`src/rtl/truth_table_sweeper.sv`:
```
// truth_table_sweeper: walks an N-input combinational block through every
// input vector, waits DWELL settle cycles on each, samples the single-bit
// response into a truth-table register and keeps a running count of ones.
module truth_table_sweeper #(
    parameter int N     = 4,
    parameter int DWELL = 2
) (
    input  logic              clk,
    input  logic              rst,
    input  logic              start,
    input  logic              abort,
    input  logic              dut_f,
    output logic [N-1:0]      dut_a,
    output logic              busy,
    output logic              done,
    output logic [2**N-1:0]   table_out,
    output logic [N:0]        ones_count
);

    typedef enum logic [1:0] {
        IDLE   = 2'd0,
        SETTLE = 2'd1,
        SAMPLE = 2'd2,
        DONE   = 2'd3
    } state_t;

    // Last vector of the sweep and the settle-counter reload value.
    localparam logic [N-1:0] LAST_IDX   = {N{1'b1}};
    localparam logic [N-1:0] IDX_ONE    = {{(N-1){1'b0}}, 1'b1};
    localparam logic [7:0]   DWELL_LOAD = 8'(DWELL - 1);

    state_t          state_r;
    logic [N-1:0]    idx_r;
    logic [7:0]      cnt_r;

    // Sweep sequencer: state, vector index, settle counter and all outputs.
    always_ff @(posedge clk) begin
        if (rst) begin
            state_r    <= IDLE;
            idx_r      <= {N{1'b0}};
            cnt_r      <= 8'd0;
            dut_a      <= {N{1'b0}};
            busy       <= 1'b0;
            done       <= 1'b0;
            table_out  <= {(2**N){1'b0}};
            ones_count <= {(N+1){1'b0}};
        end else begin
            done <= 1'b0;
            case (state_r)
                IDLE: begin
                    // abort outranks start: neither launches a sweep
                    if (start && !abort) begin
                        state_r    <= SETTLE;
                        idx_r      <= {N{1'b0}};
                        dut_a      <= {N{1'b0}};
                        table_out  <= {(2**N){1'b0}};
                        ones_count <= {(N+1){1'b0}};
                        cnt_r      <= DWELL_LOAD;
                        busy       <= 1'b1;
                    end else begin
                        busy <= 1'b0;
                    end
                end
                SETTLE: begin
                    if (abort) begin
                        state_r <= IDLE;
                        dut_a   <= {N{1'b0}};
                        busy    <= 1'b0;
                    end else if (cnt_r == 8'd0) begin
                        state_r <= SAMPLE;
                    end else begin
                        cnt_r <= cnt_r - 8'd1;
                    end
                end
                SAMPLE: begin
                    // an abort here also drops this cycle's capture
                    if (abort) begin
                        state_r <= IDLE;
                        dut_a   <= {N{1'b0}};
                        busy    <= 1'b0;
                    end else begin
                        table_out[idx_r] <= dut_f;
                        ones_count       <= ones_count + {{N{1'b0}}, dut_f};
                        if (idx_r == LAST_IDX) begin
                            state_r <= DONE;
                            busy    <= 1'b0;
                            done    <= 1'b1;
                        end else begin
                            state_r <= SETTLE;
                            idx_r   <= idx_r + IDX_ONE;
                            dut_a   <= idx_r + IDX_ONE;
                            cnt_r   <= DWELL_LOAD;
                        end
                    end
                end
                DONE: begin
                    // start is deliberately not looked at here
                    state_r <= IDLE;
                    busy    <= 1'b0;
                end
                default: begin
                    state_r <= IDLE;
                    busy    <= 1'b0;
                    dut_a   <= {N{1'b0}};
                end
            endcase
        end
    end

endmodule

```
`config.mk`:
```
export PLATFORM = sky130hd
export DESIGN_NAME = truth_table_sweeper
export DESIGN_NICKNAME = d
export VERILOG_FILES = /design/src/rtl/truth_table_sweeper.sv
export SDC_FILE = /design/constraint.sdc
export NUM_CORES = 1
export LEC_CHECK = 0
export ABC_AREA = 1
export BUFFER_PORTS_ARGS = -buffer_cell sky130_fd_sc_hd__buf_2
export CORE_MARGIN = 2
export CORE_UTILIZATION = 50
export DETAILED_ROUTE_END_ITERATION = 8
export GPL_ROUTABILITY_DRIVEN = 0
export PLACE_DENSITY = 0.72
export REMOVE_ABC_BUFFERS = 1
export SYNTH_ARGS = -nofsm -noshare
export SYNTH_HDL_FRONTEND = slang
export SYNTH_SLANG_ARGS = --single-unit
```
`constraint.sdc`:
```
create_clock -name clk -period 1.85 [get_ports clk]
set_input_delay 0.185 -clock clk [delete_from_list [all_inputs] [get_ports clk]]
set_output_delay 0.185 -clock clk [all_outputs]
set_load 0.01 [all_outputs]
```
# Yosys cells after proc, flatten, opt, wreduce, memory -nomap -nowiden
# Index checks and enable logic that the tools add are counted.
[totals]
regBits = 41
in_bits = 5
out_inout_bits = 27
elab_cells = 75
[classes]
add_sub_neg = 3
n_lt_le_gt_ge = 2
n_eq_ne = 13
mux = 34
bitwise = 1
n_reduce_logical = 14
[ops]
columns = ["op", "count"]
rows = [
  ["8-bit two-way mux", 5],
  ["16-bit two-way mux", 2],
  ["16-bit one-hot mux with 2 select lines", 1],
  ["8-bit one-hot mux with 3 select lines", 1],
  ["4-bit two-way mux", 5],
  ["16-bit bitwise mux", 1],
  ["2-bit inequality test (second input constant)", 6],
  ["4-bit one-hot mux with 3 select lines", 1],
  ["2-bit two-way mux", 5],
  ["5-bit two-way mux", 2],
  ["5-bit one-hot mux with 2 select lines", 1],
  ["3-bit inequality test (second input constant)", 3],
  ["8-bit logical NOT", 1],
  ["2-bit one-hot mux with 4 select lines", 1],
  ["4-bit one-hot mux with 2 select lines", 1],
  ["4-bit AND reduction", 2],
  ["8-bit by 1-bit subtractor with 8-bit output (second input constant)", 1],
  ["1-bit two-way mux", 6],
  ["6-bit AND reduction", 1],
  ["5-bit by 1-bit adder with 5-bit output", 1],
  ["4-bit by 5-bit less-than comparator with 1-bit output (second input constant)", 1],
  ["4-bit by 1-bit adder with 4-bit output (second input constant)", 1],
  ["1-bit demux with 4-bit select", 1],
  ["2-bit equality test (second input constant)", 2],
  ["other kinds (13)", 15],
]

# Depth between registers and ports, before layout
[logic_depth]
ltp_word = 7
ltp_mapped = 11
ltp_nobuf = 11

# Worst setup path after synthesis
# No wires, ideal clock.
[synth_path]
kind = "reg-to-reg"
start = "register idx_r[0]"
end = "register cnt_r[6]"
setup_ns = 0.113
arrival_time_ns = 1.269
required_time_ns = 1.737
setup_slack_ns = 0.468
stages_incl_launch_ff = 11
n_path_buf = 0
cell_sequence = "dfxtp_1 ha_1 nand3_1 nand2_1 nand2_1 nand2_1 clkinv_2 nand2_4 inv_1 nor2_1 nor2_1"
[synth_between]
elab_chain_len = 3
[synth_rtl]
columns = ["item", "line_no", "text"]
rows = [
  ["from (decl)", "33", "logic [N-1:0] idx_r;"],
  ["from (signal assigned)", "40", "idx_r <= {N{1'b0}};"],
  ["from (signal assigned)", "54", "idx_r <= {N{1'b0}};"],
  ["from (signal assigned)", "90", "idx_r <= idx_r + IDX_ONE;"],
  ["4-bit equality test", "84", "if (idx_r == LAST_IDX) begin"],
  ["2-bit inequality test (no source line)", "--", ""],
  ["6-bit AND reduction (no source line)", "--", ""],
  ["to (signal assigned)", "72", "cnt_r <= cnt_r - 8'd1;"],
  ["to (decl)", "34", "logic [7:0] cnt_r;"],
]
# No other way between the ends.
# A chain may end at the register's enable or synchronous reset.

# Final worst setup path
# Ends and elaborated chain as after synthesis.

==> flow_summary_export.csv <==
group,metric,value,unit
power_and_ir_drop,leakagePower,1.08,nW
worst_setup_path,critPathMostFrequentCell,"nand2_1",
route,remaining_drc_errors,0,
route,ant_nets,0,
synth,synth_cells,306,
global_route,antenna_found_initial,0,
global_route,grt_pass1_vias,1650,
global_route,grt_use_total,21.1,%
die,start_util,52.0,%
synth,ys_ff_latch,41,
timing,min_period,1.57,ns
cts,worstSkewPairLatency,0.30,ns
global_route,grt_pass1_wl,7470,um
timing,worst_slack,0.285,ns
final_layout,final_cells,390,
route,post_drt_wl_per_cell,11.5,um
timing,maxSlewHeadroom,69.7,%
cts,post_cts_resized,0,
worst_setup_path,worstSetupEndpointType,"flip-flop",
worst_setup_path,cp_slowest_stage_delay,0.40,ns
worst_setup_path,startpoint,"idx_r[0]",
timing,worst_pin_slew,0.450,ns
placement,dp_hpwl,3390,um
final_layout,regArea,821,um^2
synth,synth_cell_types,29,
cts,numCtsBuffers,5,
hold_path,hold_path_class,"input port to flip-flop",
synth,synth_edf_count,0,
worst_setup_path,path_cells,"ha_1 -> nand3_1 -> nand2_1 -> nand2_1 -> nand2_1 -> clkinv_2 -> nand2_4 -> inv_1 -> nor2_1 -> nor2_1",
final_layout,antennaDiodeCount,0,
power_and_ir_drop,ir_worst_vdd,0.000417,V
die,die_h,68.7,um
route,viasPerCell,5.02,
status,status,"finished clean",
synth,yosysWarnings,0,
placement,place_inst,382,
worst_setup_path,critPathLaunchType,"flip-flop",
cts,clock-sinks,41,
synth,ys_seq_area_share,39.2,%
hold_path,min_from,"dut_f",
synth,synthArstFlopShare,0,%
timing,finalCritPeriodShare,84.6,%
run,maxCapViolCount,0,
global_route,grt_overflow,0,
worst_setup_path,worstPathMaxFanout,8,
cts,clockBufferDepth,2,
timing,timing.fmax,639,MHz
worst_setup_path,reg2reg_from,"idx_r[0]",
worst_setup_path,regToRegSetupSlack,0.28,ns
worst_setup_path,cp.arrival,1.76,ns
timing,slew_violations,0,
placement,place_ws,0.292,ns
route,firstDrtPassIters,4,
timing,skew,0.00570,ns
cts,post-cts-setup-buffers,0,
worst_setup_path,critPathSlowestCell,"dfxtp_1",
placement,numPortBuffers,31,
final_layout,nets,352,
global_route,grt_start_max_net_pins,23,
die,die_w,68.7,um
final_layout,multiInputGateArea,0.00111,mm^2
timing,rsz0062_at_grt,"false",
route,drt_iter0_markers,105,
timing,finalHoldViolCount,0,
final_layout,syn_to_final_growth,14.7,%
synth,syn_area_per_cell,6.84,um^2
route,vias,1958,
worst_setup_path,required,2.04,ns
cts,hold_buffers,0,
final_layout,drive_gt1_share,15.9,%
timing,whs,0.215,ns
cts,path_clk_slew,0.07,ns
die,core_area,0.00403,mm^2
power_and_ir_drop,powerDensity,794,mW/mm^2
synth,synthFlopType,"dfxtp_1",
worst_setup_path,worstSetupPathType,"flip-flop to flip-flop",
die,die-area,0.00472,mm^2
cts,cts_tree,"done",
timing,finalSetupTns,0,ns
synth,synthesis.area,0.00209,mm^2
final_layout,nFillCells,412,
cts,cts_max_level,2,
die,io_pins,32,
die,rows,23,
cts,cts-root-buf,"clkbuf_8",
route,drt-total-wl,4480,um
timing,setup_viol,0,
-- final cells by class --
| cell class | instances | share of cell area, % |
|---|---|---|
| clock buffer | 6 | 3.44 |
| clock inverter | 2 | 1.56 |
| inverter | 30 | 4.74 |
| multi-input combinational | 227 | 46.1 |
| sequential | 41 | 34.2 |
| tap | 50 | 2.61 |
| timing repair buffer | 34 | 7.40 |
-- synthesized netlist by cell type (2+ instances only) --
| cell | n | share of area [%] |
|---|---|---|
| clkbuf_1 | 2 | 0.36 |
| dfxtp_1 | 41 | 39 |
| buf_6 | 2 | 1.1 |
| a21oi_1 | 31 | 7.4 |
| nor2_4 | 2 | 1.1 |
| nand2_2 | 2 | 0.60 |
| o21ai_1 | 5 | 1.2 |
| nand4_1 | 4 | 1.2 |
| nand3_1 | 20 | 4.8 |
| nand2_1 | 86 | 15 |
| nand2_4 | 3 | 1.6 |
| nor2_1 | 41 | 7.4 |
| nor3_1 | 2 | 0.48 |
| inv_1 | 27 | 4.8 |
| buf_2 | 3 | 0.72 |
| o21ai_0 | 15 | 3.6 |
| ha_1 | 8 | 4.8 |
-- per-stage QoR --
| stage | utilization [%] | instance area [um^2] | total power, W |
|---|---|---|---|
| 6_report | 59.6 | 2400 | 0.00191 |
| 5_1_grt | 59.6 | 2400 | 0.00200 |
| 4_1_cts | 59.6 | 2400 | 0.00193 |
| 3_5_place_dp | 56.6 | 2280 | 0.00118 |
| 3_3_place_gp | 56.6 | 2280 | 0.00117 |
| 2_1_floorplan | - | 2040 | 0.00112 |
-- flip-flops by register name, summed over array words and instances (netlist names) --
register and flops:
table_out 16, dut_a 4, cnt_r 8, ones_count 5, state_r 2, idx_r 4, done 1, busy 1
-- cell usage in the layout (no fill, tap or decap), drive strengths merged, types with 2 or more instances in the layout --
cell	netlist	final
a21oi	31	31
buf	6	34
clkbuf	2	6
clkinv	2	2
dfxtp	41	41
ha	8	8
inv	28	28
nand2	91	91
nand3	21	21
nand4	5	5
nor2	43	43
nor3	2	2
o21ai	21	21
-- worst paths after layout --
path	endpoint	cells past startpoint
max	cnt_r[6]	10
min reg2reg	table_out[10]	2
max reg2reg	cnt_r[6]	10
min	table_out[2]	3
-- per-layer routing --
layer | routed length (um) | vias up | track usage [%]
li1 | - | 1042 | -
met1 | 2190 | 872 | 26.9
met2 | 2050 | 36 | 34.6
met3 | 142 | 8 | 4.87
met4 | 92 | 0 | 8.09
met5 | 0 | - | 0
-- power by group --
part / internal (W) / total [W] / switching [W]
Clock: 0.000438 / 0.000748 / 0.000310
Combinational: 0.0000798 / 0.000241 / 0.000162
Sequential: 0.000901 / 0.000918 / 0.0000167
Total: 0.00142 / 0.00191 / 0.000488
-- cells by family (layout without fill, tap and decap cells) --
logic type | count (synthesis) | after routing | share of synthesized area [%]
compound gates | 54 | 54 | 13.3
fa+ha+maj | 8 | 8 | 4.78
simple gates | 163 | 163 | 33.9
flops | 41 | 41 | 39.2
xor+xnor | 2 | 2 | 0.837
buf+inv | 38 | 72 | 7.95
-- worst max-delay path, delay by kind of cell (launching register included) --
family / cells / cell delay [ns]
fa+ha+maj: 1 / 0.25
buf+inv: 2 / 0.18
flops: 1 / 0.40
simple gates: 7 / 0.63
(Power assumes the default switching activity.)
